[config.mk]
export PLATFORM = sky130hd
export DESIGN_NAME = arith_dispatcher
export DESIGN_NICKNAME = d
export VERILOG_FILES = /design/src/rtl/arith_dispatcher.sv
export SDC_FILE = /design/constraint.sdc
export NUM_CORES = 1
export LEC_CHECK = 0
export ABC_CLOCK_PERIOD_IN_PS = 2200
export CORE_MARGIN = 3
export CORE_UTILIZATION = 45
export CTS_CLUSTER_DIAMETER = 150
export CTS_CLUSTER_SIZE = 30
export DETAILED_ROUTE_END_ITERATION = 8
export DONT_BUFFER_PORTS = 1
export GPL_ROUTABILITY_DRIVEN = 1
export SLEW_MARGIN = 20
export SYNTH_ARGS = -nofsm -noshare
export SYNTH_HDL_FRONTEND = slang
export SYNTH_SLANG_ARGS = --single-unit
export TNS_END_PERCENT = 10
[constraint.sdc]
create_clock -name clk -period 2.2 [get_ports clk]
set_clock_uncertainty 0.2 [all_clocks]
set_input_delay 0.44 -clock clk [delete_from_list [all_inputs] [get_ports clk]]
set_output_delay 0.44 -clock clk [all_outputs]
set_load 0.005 [all_outputs]
[src/rtl/arith_dispatcher.sv]
// Issue-side controller for the combinational arithmetic unit: registers one request onto
// the unit's inputs, captures its result a cycle later and hands it to writeback.
module arith_dispatcher #(
  parameter int WORD_SIZE   = 19,
  parameter int OPCODE_SIZE = 5,
  parameter int DEST_W      = 4,
  parameter int CNT_W       = 16
) (
  input  logic                   clk,
  input  logic                   rst_n,
  input  logic                   req_valid,
  output logic                   req_ready,
  input  logic [OPCODE_SIZE-1:0] req_opcode,
  input  logic [WORD_SIZE-1:0]   req_op1,
  input  logic [WORD_SIZE-1:0]   req_op2,
  input  logic [DEST_W-1:0]      req_dest,
  output logic [OPCODE_SIZE-1:0] au_opcode,
  output logic [WORD_SIZE-1:0]   au_operand_1,
  output logic [WORD_SIZE-1:0]   au_operand_2,
  input  logic [WORD_SIZE-1:0]   au_result,
  output logic                   rsp_valid,
  input  logic                   rsp_ready,
  output logic [WORD_SIZE-1:0]   rsp_result,
  output logic [DEST_W-1:0]      rsp_dest,
  output logic                   rsp_dz,
  output logic                   rsp_illegal,
  output logic [CNT_W-1:0]       done_count,
  output logic [1:0]             dbg_state
);

  localparam logic [OPCODE_SIZE-1:0] OP_ADD = OPCODE_SIZE'(0);
  localparam logic [OPCODE_SIZE-1:0] OP_SUB = OPCODE_SIZE'(1);
  localparam logic [OPCODE_SIZE-1:0] OP_MUL = OPCODE_SIZE'(2);
  localparam logic [OPCODE_SIZE-1:0] OP_DIV = OPCODE_SIZE'(3);
  localparam logic [OPCODE_SIZE-1:0] OP_INC = OPCODE_SIZE'(4);
  localparam logic [OPCODE_SIZE-1:0] OP_DEC = OPCODE_SIZE'(5);

  localparam logic [1:0] IDLE = 2'd0;
  localparam logic [1:0] EXEC = 2'd1;
  localparam logic [1:0] RESP = 2'd2;

  logic [1:0]           state;
  logic [DEST_W-1:0]    dest_q;
  logic                 accept;
  logic                 rsp_hs;
  logic                 op_legal;
  logic                 div_zero;
  logic [WORD_SIZE-1:0] next_result;

  // Handshake: a transfer happens on any rising edge where valid and ready are both high.
  // Requests may be accepted in the same cycle the previous response is taken.
  assign req_ready = (state == IDLE) | ((state == RESP) & rsp_ready);
  assign accept    = req_valid & req_ready;
  assign rsp_hs    = rsp_valid & rsp_ready;
  assign dbg_state = state;

  always_comb begin
    op_legal = 1'b0;
    case (au_opcode)
      OP_ADD, OP_SUB, OP_MUL, OP_DIV, OP_INC, OP_DEC: op_legal = 1'b1;
      default:                                        op_legal = 1'b0;
    endcase
    div_zero    = op_legal & (au_opcode == OP_DIV) & (au_operand_2 == '0);
    next_result = au_result;
    if (!op_legal) begin
      next_result = '0;
    end else if (div_zero) begin
      next_result = '1;
    end
  end

  always_ff @(posedge clk or negedge rst_n) begin
    if (!rst_n) begin
      state        <= IDLE;
      dest_q       <= '0;
      au_opcode    <= '0;
      au_operand_1 <= '0;
      au_operand_2 <= '0;
      rsp_valid    <= 1'b0;
      rsp_result   <= '0;
      rsp_dest     <= '0;
      rsp_dz       <= 1'b0;
      rsp_illegal  <= 1'b0;
      done_count   <= '0;
    end else begin
      case (state)
        IDLE:    if (accept) state <= EXEC;
        EXEC:    state <= RESP;
        RESP:    if (rsp_hs) state <= accept ? EXEC : IDLE;
        default: state <= IDLE;
      endcase

      if (accept) begin
        au_opcode    <= req_opcode;
        au_operand_1 <= req_op1;
        // INC/DEC are unary; keep the unused operand at zero on the unit's input.
        au_operand_2 <= ((req_opcode == OP_INC) || (req_opcode == OP_DEC)) ? '0 : req_op2;
        dest_q       <= req_dest;
      end

      if (state == EXEC) begin
        rsp_valid   <= 1'b1;
        rsp_result  <= next_result;
        rsp_dest    <= dest_q;
        rsp_dz      <= div_zero;
        rsp_illegal <= ~op_legal;
      end else if (rsp_hs) begin
        rsp_valid  <= 1'b0;
        done_count <= done_count + CNT_W'(1);
      end
    end
  end

endmodule

Word-level counts from Yosys, hierarchy flattened:

Cells that the tools add are included.

* divide/modulo/power cells: 0
* shift-type cells: 0
* $lt $le $gt $ge: 0
* muxes and demuxes: 10
* $mul: 0
* add/subtract/negate cells: 1
* bitwise logic cells: 8
* reductions and logical operators: 8
* eq/ne operators: 11

Operator list (count)
* 19-bit two-way mux: 3
* 5-bit by 3-bit == test with 1-bit output (second input constant): 4
* 19-bit zero test: 1
* 16-bit by 1-bit adder with 16-bit output (second input constant): 1
* 5-bit by 2-bit == test with 1-bit output (second input constant): 2
* 2-bit one-hot mux with 3 select lines: 1
* 6-bit OR reduction: 1
* 1-bit bitwise AND: 5
* 5-bit by 1-bit == test with 1-bit output (second input constant): 1
* 5-bit zero test: 1
* 1-bit two-way mux: 4
* 2-bit two-way mux: 2
* 2-bit != test (second input constant): 2
* 2-bit AND reduction: 2
* 2-bit by 1-bit == test with 1-bit output (second input constant): 1
* 2-bit == test (second input constant): 1
* 2-bit zero test: 1
* 1-bit inverter: 2
* 2-bit nonzero test: 1
* 1-bit logical OR: 1
* 1-bit bitwise OR: 1

* bits of input ports: 70
* bits in read-only memories: 0
* flip-flop bits (word level): 91
* memories: 0
* memory bits (writable): 0
* bits in latches: 0

Depth between registers and ports, before layout:

Gate-level depths: netlist (run 1).

* depth in word-level cells: 7
* depth in mapped cells: 6
* depth with buffers taken out: 4

Least setup slack after synthesis (run 1):

OpenSTA, ideal clock, no wires.

* path type: in2reg
* start point: input port req_opcode[1]
* end point: register au_operand_2[10]
* setup slack: 0.325 ns
* data required time: 1.867 ns
* stages: 5
* arrival: 1.542 ns
* path through: or4b_2 buf_2 buf_2 nand2_1 o21ai_0

* word-level cells in the longest chain between the ends: 3
* elaborated cells between the ends (all ways): 4

Ends and longest elaborated chain
* start, declared: line 13 `input logic [OPCODE_SIZE-1:0] req_opcode,`
* 5-bit by 3-bit == test with 1-bit output: line 97 `au_operand_2 <= ((req_opcode == OP_INC) || (req_opcode == OP_DEC)) ? '0 : req_op2;`
* 1-bit logical OR (*): line 97
* 19-bit two-way mux (*): line 97
* end signal, assigned: line 97
* end, declared: line 19 `output logic [WORD_SIZE-1:0] au_operand_2,`

Every way passes the cells marked *; elsewhere a longest branch is shown, timed or not.
A chain may end at the register's enable or synchronous reset.

Final worst setup path (run 1):

* start point: register au_operand_2[10]
* end point: register rsp_result[9]

* word-level cells in the longest chain between the ends: 4

Ends and longest elaborated chain
* 19-bit zero test: line 63 `div_zero = op_legal & (au_opcode == OP_DIV) & (au_operand_2 == '0);`
* 1-bit bitwise AND: line 63
* 19-bit two-way mux: line 67 `end else if (div_zero) begin`
* 19-bit two-way mux: line 65 `if (!op_legal) begin`
* end signal, assigned: line 103 `rsp_result <= next_result;`
* end, declared: line 23 `output logic [WORD_SIZE-1:0] rsp_result,`

Every way passes these cells.

==> metrics.cfg, run 1 <==
[flow_run]
drv_cap = 0

[die]
fp-row-count = 32
core_area_um2 = 7770
dieArea_um2 = 9170
die_y_um = 95.8
die_width_um = 95.8
pin_count = 158
initial_core_util = 0.467

[synth]
yosys_warnings = 0
async_flop_share = 1.00
syn_area_per_cell_um2 = 12.5
synth_area_um2 = 3630
syn_inst = 291
synth_edf_count = 0
synthesis.nets = 362
seq_area_frac_synth = 0.628
synth_top_flop_cell = dfrtp_1
synth.distinct_cells = 32
synth-seq-cells = 91

[power]
p_seq_frac = 0.576
p_per_area_nw_per_um2 = 1260
pwr-share-comb = 0.201
switchingPower_mw = 1.58
ir_drop_mv = 0.465
power_leakage_nw = 1.81
p_int_mw = 3.38
pwr-share-clk = 0.223
p_sw_frac = 0.319

[drt]
ant_nets = 0
viasPerCell = 5.51
drc = 0
wl_mm = 7.53
dr.pass1.iters = 4
wl_per_cell_um = 18.8
dr_total_vias = 2203
dr.first_iter.drc_count = 39

[cells_and_area]
drive_above_1_share = 0.252
area_delta_synth_final_pct = 8.63
fin_nets = 364
antenna_cells = 0

[clocking]
cts_setup_buffers = 0
clkTransAtPathRegs_ns = 0.09
cts_buffer_depth = 2
htree_levels = 3
cts_sinks = 91
root_buffer = clkbuf_8
cts_tree = done
clk_latency_ns = 0.34
cts_buffers = 9
ctsResizeCount = 0

[placed_design]
preCtsSetupSlack_ns = 0.214
io_buffers = 0
dpl.hpwl_mm = 5.42
gp_congestion = 0.699

[worst_setup_path]
cp_num_buf_inv = 1
cpPeakStageDelay_ns = 0.42
crit_arrival_ns = 2.08
crit_slowest_cell = dfrtp_1
cp_max_fo = 19
crit_path_end_kind = register
critical_path_class = register to register
crit_required_ns = 2.27
path_delay_family = simple AND/OR/NAND/NOR gates
critical_path.cell_chain = nor4_1 -> nand4_1 -> nor4_4 -> buf_12 -> a221o_2
cp-start-kind = register

[timing]
setup_viol = 0
drv_slew = 0
min_period_ns = 2.01
setup_slack_ns = 0.193
hold_ws_ns = -0.416
relSlewSlack = 0.530
fin_crit_sh = 0.912
hold_viol = 91
tns_ns = 0
grt_setup_unrepaired = false
fmax_mhz = 498
worstMarginPinSlew_ns = 0.703

[global_route]
antenna_found_initial = 0
grt_max_degree = 92
grt.overflow.total = 0
grt_pass1_wl_mm = 11.8
grt_usage = 0.167
grt_pass1_vias = 2233

[status]
violations = negative hold slack
status = finished with violations

[worst_hold_path]
hold_path.class = input port to asynchronous set/reset pin

[layout by cell type, fill, tap and decap left out, types with 3 or more instances in the layout]
cell type  count
nand2_1       60
nor2_1         5
nand3_1        6
nor4_1         6
clkbuf_8      10
xnor2_1       12
dfrtp_1       91
xor2_1         3
nand4_1        5
a221o_2       19
inv_1          3
buf_4          6
o21ai_0       20
mux2_2        29
[registers in the layout (all words and copies together), names as in the netlist]
register	cells
au_opcode	5
au_operand_1	19
au_operand_2	19
dbg_state	2
dest_q	4
done_count	16
rsp_dest	4
rsp_dz	1
rsp_illegal	1
rsp_result	19
rsp_valid	1
[layer usage]
layer | up-vias | global-route usage | wire length [um]
met5 | - | 0 | 0
met4 | 0 | 0.0664 | 97
met3 | 9 | 0.0743 | 904
met2 | 106 | 0.246 | 3490
met1 | 1059 | 0.216 | 3030
li1 | 1029 | - | -
[worst paths after layout]
kind | slack (ns) | cells after the start | end | from
max | 0.19 | 5 | rsp_result[9] | au_operand_2[10]
min | -0.42 | 0 | rsp_result[5] | rst_n
max reg2reg | 0.19 | 5 | rsp_result[9] | au_operand_2[10]
min reg2reg | 0.28 | 2 | rsp_dest[1] | dest_q[1]
max in group asynchronous | 2.09 | 0 | au_opcode[4] | rst_n
min in group clk | 0.03 | 2 | au_operand_2[2] | req_op2[2]
[Yosys cell counts (2+ instances only)]
cell / n / area [um2]
dfrtp_1: 91 / 2280
nand2_1: 60 / 225
mux2_2: 29 / 327
o21ai_0: 20 / 100
a221o_2: 19 / 214
xnor2_1: 12 / 105
clkbuf_1: 9 / 33.8
nand3_1: 6 / 30.0
nor4_1: 6 / 37.5
nand4_1: 5 / 31.3
nor2_1: 5 / 18.8
buf_2: 4 / 20.0
inv_1: 3 / 11.3
xor2_1: 3 / 26.3
a21oi_1: 2 / 10.0
[cell type report]
cell class	count	area (um2)
clock buffers	12	145
clock inverters	4	50.0
fillers	705	3830
inverters	3	11.3
multi-input cells	181	1260
flip-flops and latches	91	2280
well taps	102	128
repair buffers	7	65.1
[per-stage QoR]
| step | total power, mW | hold slack [ns] | cells | cell area, um2 | util |
|---|---|---|---|---|---|
| 2_1_floorplan | 3.57 | -0.0556 | 291 | 3630 | - |
| 3_3_place_gp | 3.88 | -0.0537 | 384 | 3740 | 0.482 |
| 3_5_place_dp | 3.92 | -0.0536 | 384 | 3740 | 0.482 |
| 4_1_cts | 5.04 | -0.439 | 400 | 3940 | 0.507 |
| 5_1_grt | 5.35 | -0.453 | 400 | 3940 | 0.507 |
| 6_report | 4.96 | -0.416 | 400 | 3940 | 0.507 |
[kinds of logic after synthesis]
group | share of synthesized area
AND/OR/NAND/NOR | 0.119
flip-flops | 0.628
AO/OA/AOI/OAI | 0.0987
multiplexers | 0.0901
buffers and inverters | 0.0242
XOR/XNOR | 0.0362
adder cells (fa/ha/maj) | 0.00345
[power by group through the flow]
stage               Combinational (mW)  Clock [mW]  Sequential, mW
global route                      1.14        1.24            2.97
finish                           0.996        1.10            2.86
CTS                               1.01        1.15            2.88
global placement                 0.979           0            2.90
detailed placement                1.01           0            2.91
floorplan                        0.853           0            2.72
(Power assumes the default switching activity.)
==> inputs of run 2 (changes only) <==
CAP_MARGIN = 25   (was unset)
==> results of run 2 <==
Same layout as run 1: the final DEF is identical, and so are final timing and power.
==> inputs of run 3 (changes only) <==
CORE_UTILIZATION = 60   (was 45)
CTS_BUF_LIST = sky130_fd_sc_hd__clkbuf_8   (was unset)
PLACE_DENSITY = 0.76   (was unset)
TNS_END_PERCENT = 1   (was 10)
==> run 3 against run 2 <==
  * The run still ends with negative hold slack left
  * Sequential cell count is the same
  * Register-to-register slack got worse by 0.06 ns
  * Maximum frequency shrank 2.8%
  * Non-clock buffer count fell by 2
  * Die area fell by 24%
  * Combinational power decreased by 2%
  * Clock-buffer cell count is 2 lower
  * Final area down 0.48%
  * Worst setup slack worse by 0.057 ns
==> metrics.cfg, run 3 (same netlist as run 1, synthesis figures left out) <==
[cells_and_area]
utilization = 0.691
final_common_cell = dfrtp_1
final_cell_mix = dfrtp_1, nand2_1, mux2_2
fillers = 392
fin_nets = 362
drive_above_1_share = 0.250
antenna_cells = 0
area_delta_synth_final_pct = 8.11
reg_top3 = au_operand_1 x19, au_operand_2 x19, rsp_result x19

[clocking]
cts_setup_buffers = 0
cts_buffers = 9
clk_latency_ns = 0.33
htree_levels = 3
cts_tree = done
cts_sinks = 91
root_buffer = clkbuf_8
cts_buffer_depth = 2
clkTransAtPathRegs_ns = 0.08
ctsResizeCount = 0

[drt]
dr.first_iter.drc_count = 73
dr_total_vias = 2211
ant_nets = 0
wl_mm = 7.19
viasPerCell = 6.01
wl_per_cell_um = 19.5
drc = 0
dr.pass1.iters = 4
wl_met1_mm = 2.83
dr_wl_met2_mm = 3.50
dr_wl_met3_um = 788
maxUsedRoutingLayer = met4

[placed_design]
preCtsSetupSlack_ns = 0.124
io_buffers = 0
dpl.hpwl_mm = 5.18
gp_congestion = 0.745

[global_route]
grt_pass1_vias = 2204
antenna_found_initial = 0
grt.overflow.total = 0
grt_pass1_wl_mm = 11.7
grt_max_degree = 92
grt_usage = 0.208

[timing]
hold_ws_ns = -0.411
setup_slack_ns = 0.136
grt_setup_unrepaired = false
fmax_mhz = 485
drv_slew = 0
relSlewSlack = 0.572
setup_viol = 0
fin_crit_sh = 0.938
tns_ns = 0
hold_viol = 91
worstMarginPinSlew_ns = 0.642
min_period_ns = 2.06

[power]
p_per_area_nw_per_um2 = 1310
ir_drop_mv = 0.803
power_leakage_nw = 1.83
total_power_mw = 5.15

[die]
fp-row-count = 27
die_width_um = 83.7
dieArea_um2 = 7010
core_area_um2 = 5680
initial_core_util = 0.639
die_y_um = 83.7
pin_count = 158

[worst_setup_path]
timing.rr.start = au_operand_2[14]
critical_path_class = register to register
crit_required_ns = 2.27
crit_arrival_ns = 2.13
crit_path_end_kind = register
cp_max_fo = 19
r2r-end = rsp_result[0]
reg2reg_depth = 5
cp-start-kind = register
reg2reg_slack_ns = 0.14

[status]
violations = negative hold slack
status = finished with violations

[worst_hold_path]
hold_path.class = input port to asynchronous set/reset pin

[flow_run]
drv_cap = 0

==> run 3: cell count changes in the layout (fill, tap and decap cells not counted) <==
cell,change
bufinv_16,+2
clkinv_2,+1
buf_12,-1
buf_4,-1
clkinvlp_4,-2
clkbuf_1,-2
inv_1,+1
==> run 3: metrics by stage <==
stage,instance area [um2],hold slack [ns],std cells
5_1_grt,3920,-0.445,368
6_report,3920,-0.411,368
2_1_floorplan,3630,-0.0556,291
3_5_place_dp,3680,-0.0537,352
4_1_cts,3920,-0.425,368
3_3_place_gp,3680,-0.0539,352
==> run 3: cell type report <==
class	instances	area [um2]	area share
clock inverters	6	104	0.0265
repair buffers	5	37.5	0.00958
multi-input cells	181	1260	0.322
flip-flops and latches	91	2280	0.581
inverters	3	11.3	0.00287
well taps	72	90.1	0.0230
clock buffers	10	138	0.0351
==> run 3: per-layer routing <==
| metal | track usage | up-vias |
|---|---|---|
| met5 | 0 | - |
| met4 | 0.0570 | 0 |
| met3 | 0.0977 | 9 |
| met2 | 0.330 | 101 |
| met1 | 0.258 | 1075 |
| li1 | - | 1026 |
==> run 3: power breakdown <==
| group | internal (mW) | switching, mW | total (mW) |
|---|---|---|---|
| sequential | 2.27 | 0.595 | 2.87 |
| clock | 0.778 | 0.525 | 1.30 |
| combinational | 0.532 | 0.447 | 0.978 |
| total | 3.58 | 1.57 | 5.15 |
==> run 3: critical path, cell delays in order, from the launching register on <==
cell and delay, ns:
dfrtp_1 0.42, nor4_1 0.42, nand4_1 0.28, nor4_4 0.26
buf_4 0.26, a221o_2 0.15
==> run 3: worst max path at each step <==
stage               cells after the start               end             start
floorplan                               5  au_operand_2[10]     req_opcode[1]
global placement                        5     rsp_result[7]  au_operand_2[14]
detailed placement                      5     rsp_result[0]  au_operand_2[14]
CTS                                     5     rsp_result[0]  au_operand_2[14]
global route                            5     rsp_result[9]  au_operand_2[14]
finish                                  5     rsp_result[0]  au_operand_2[14]
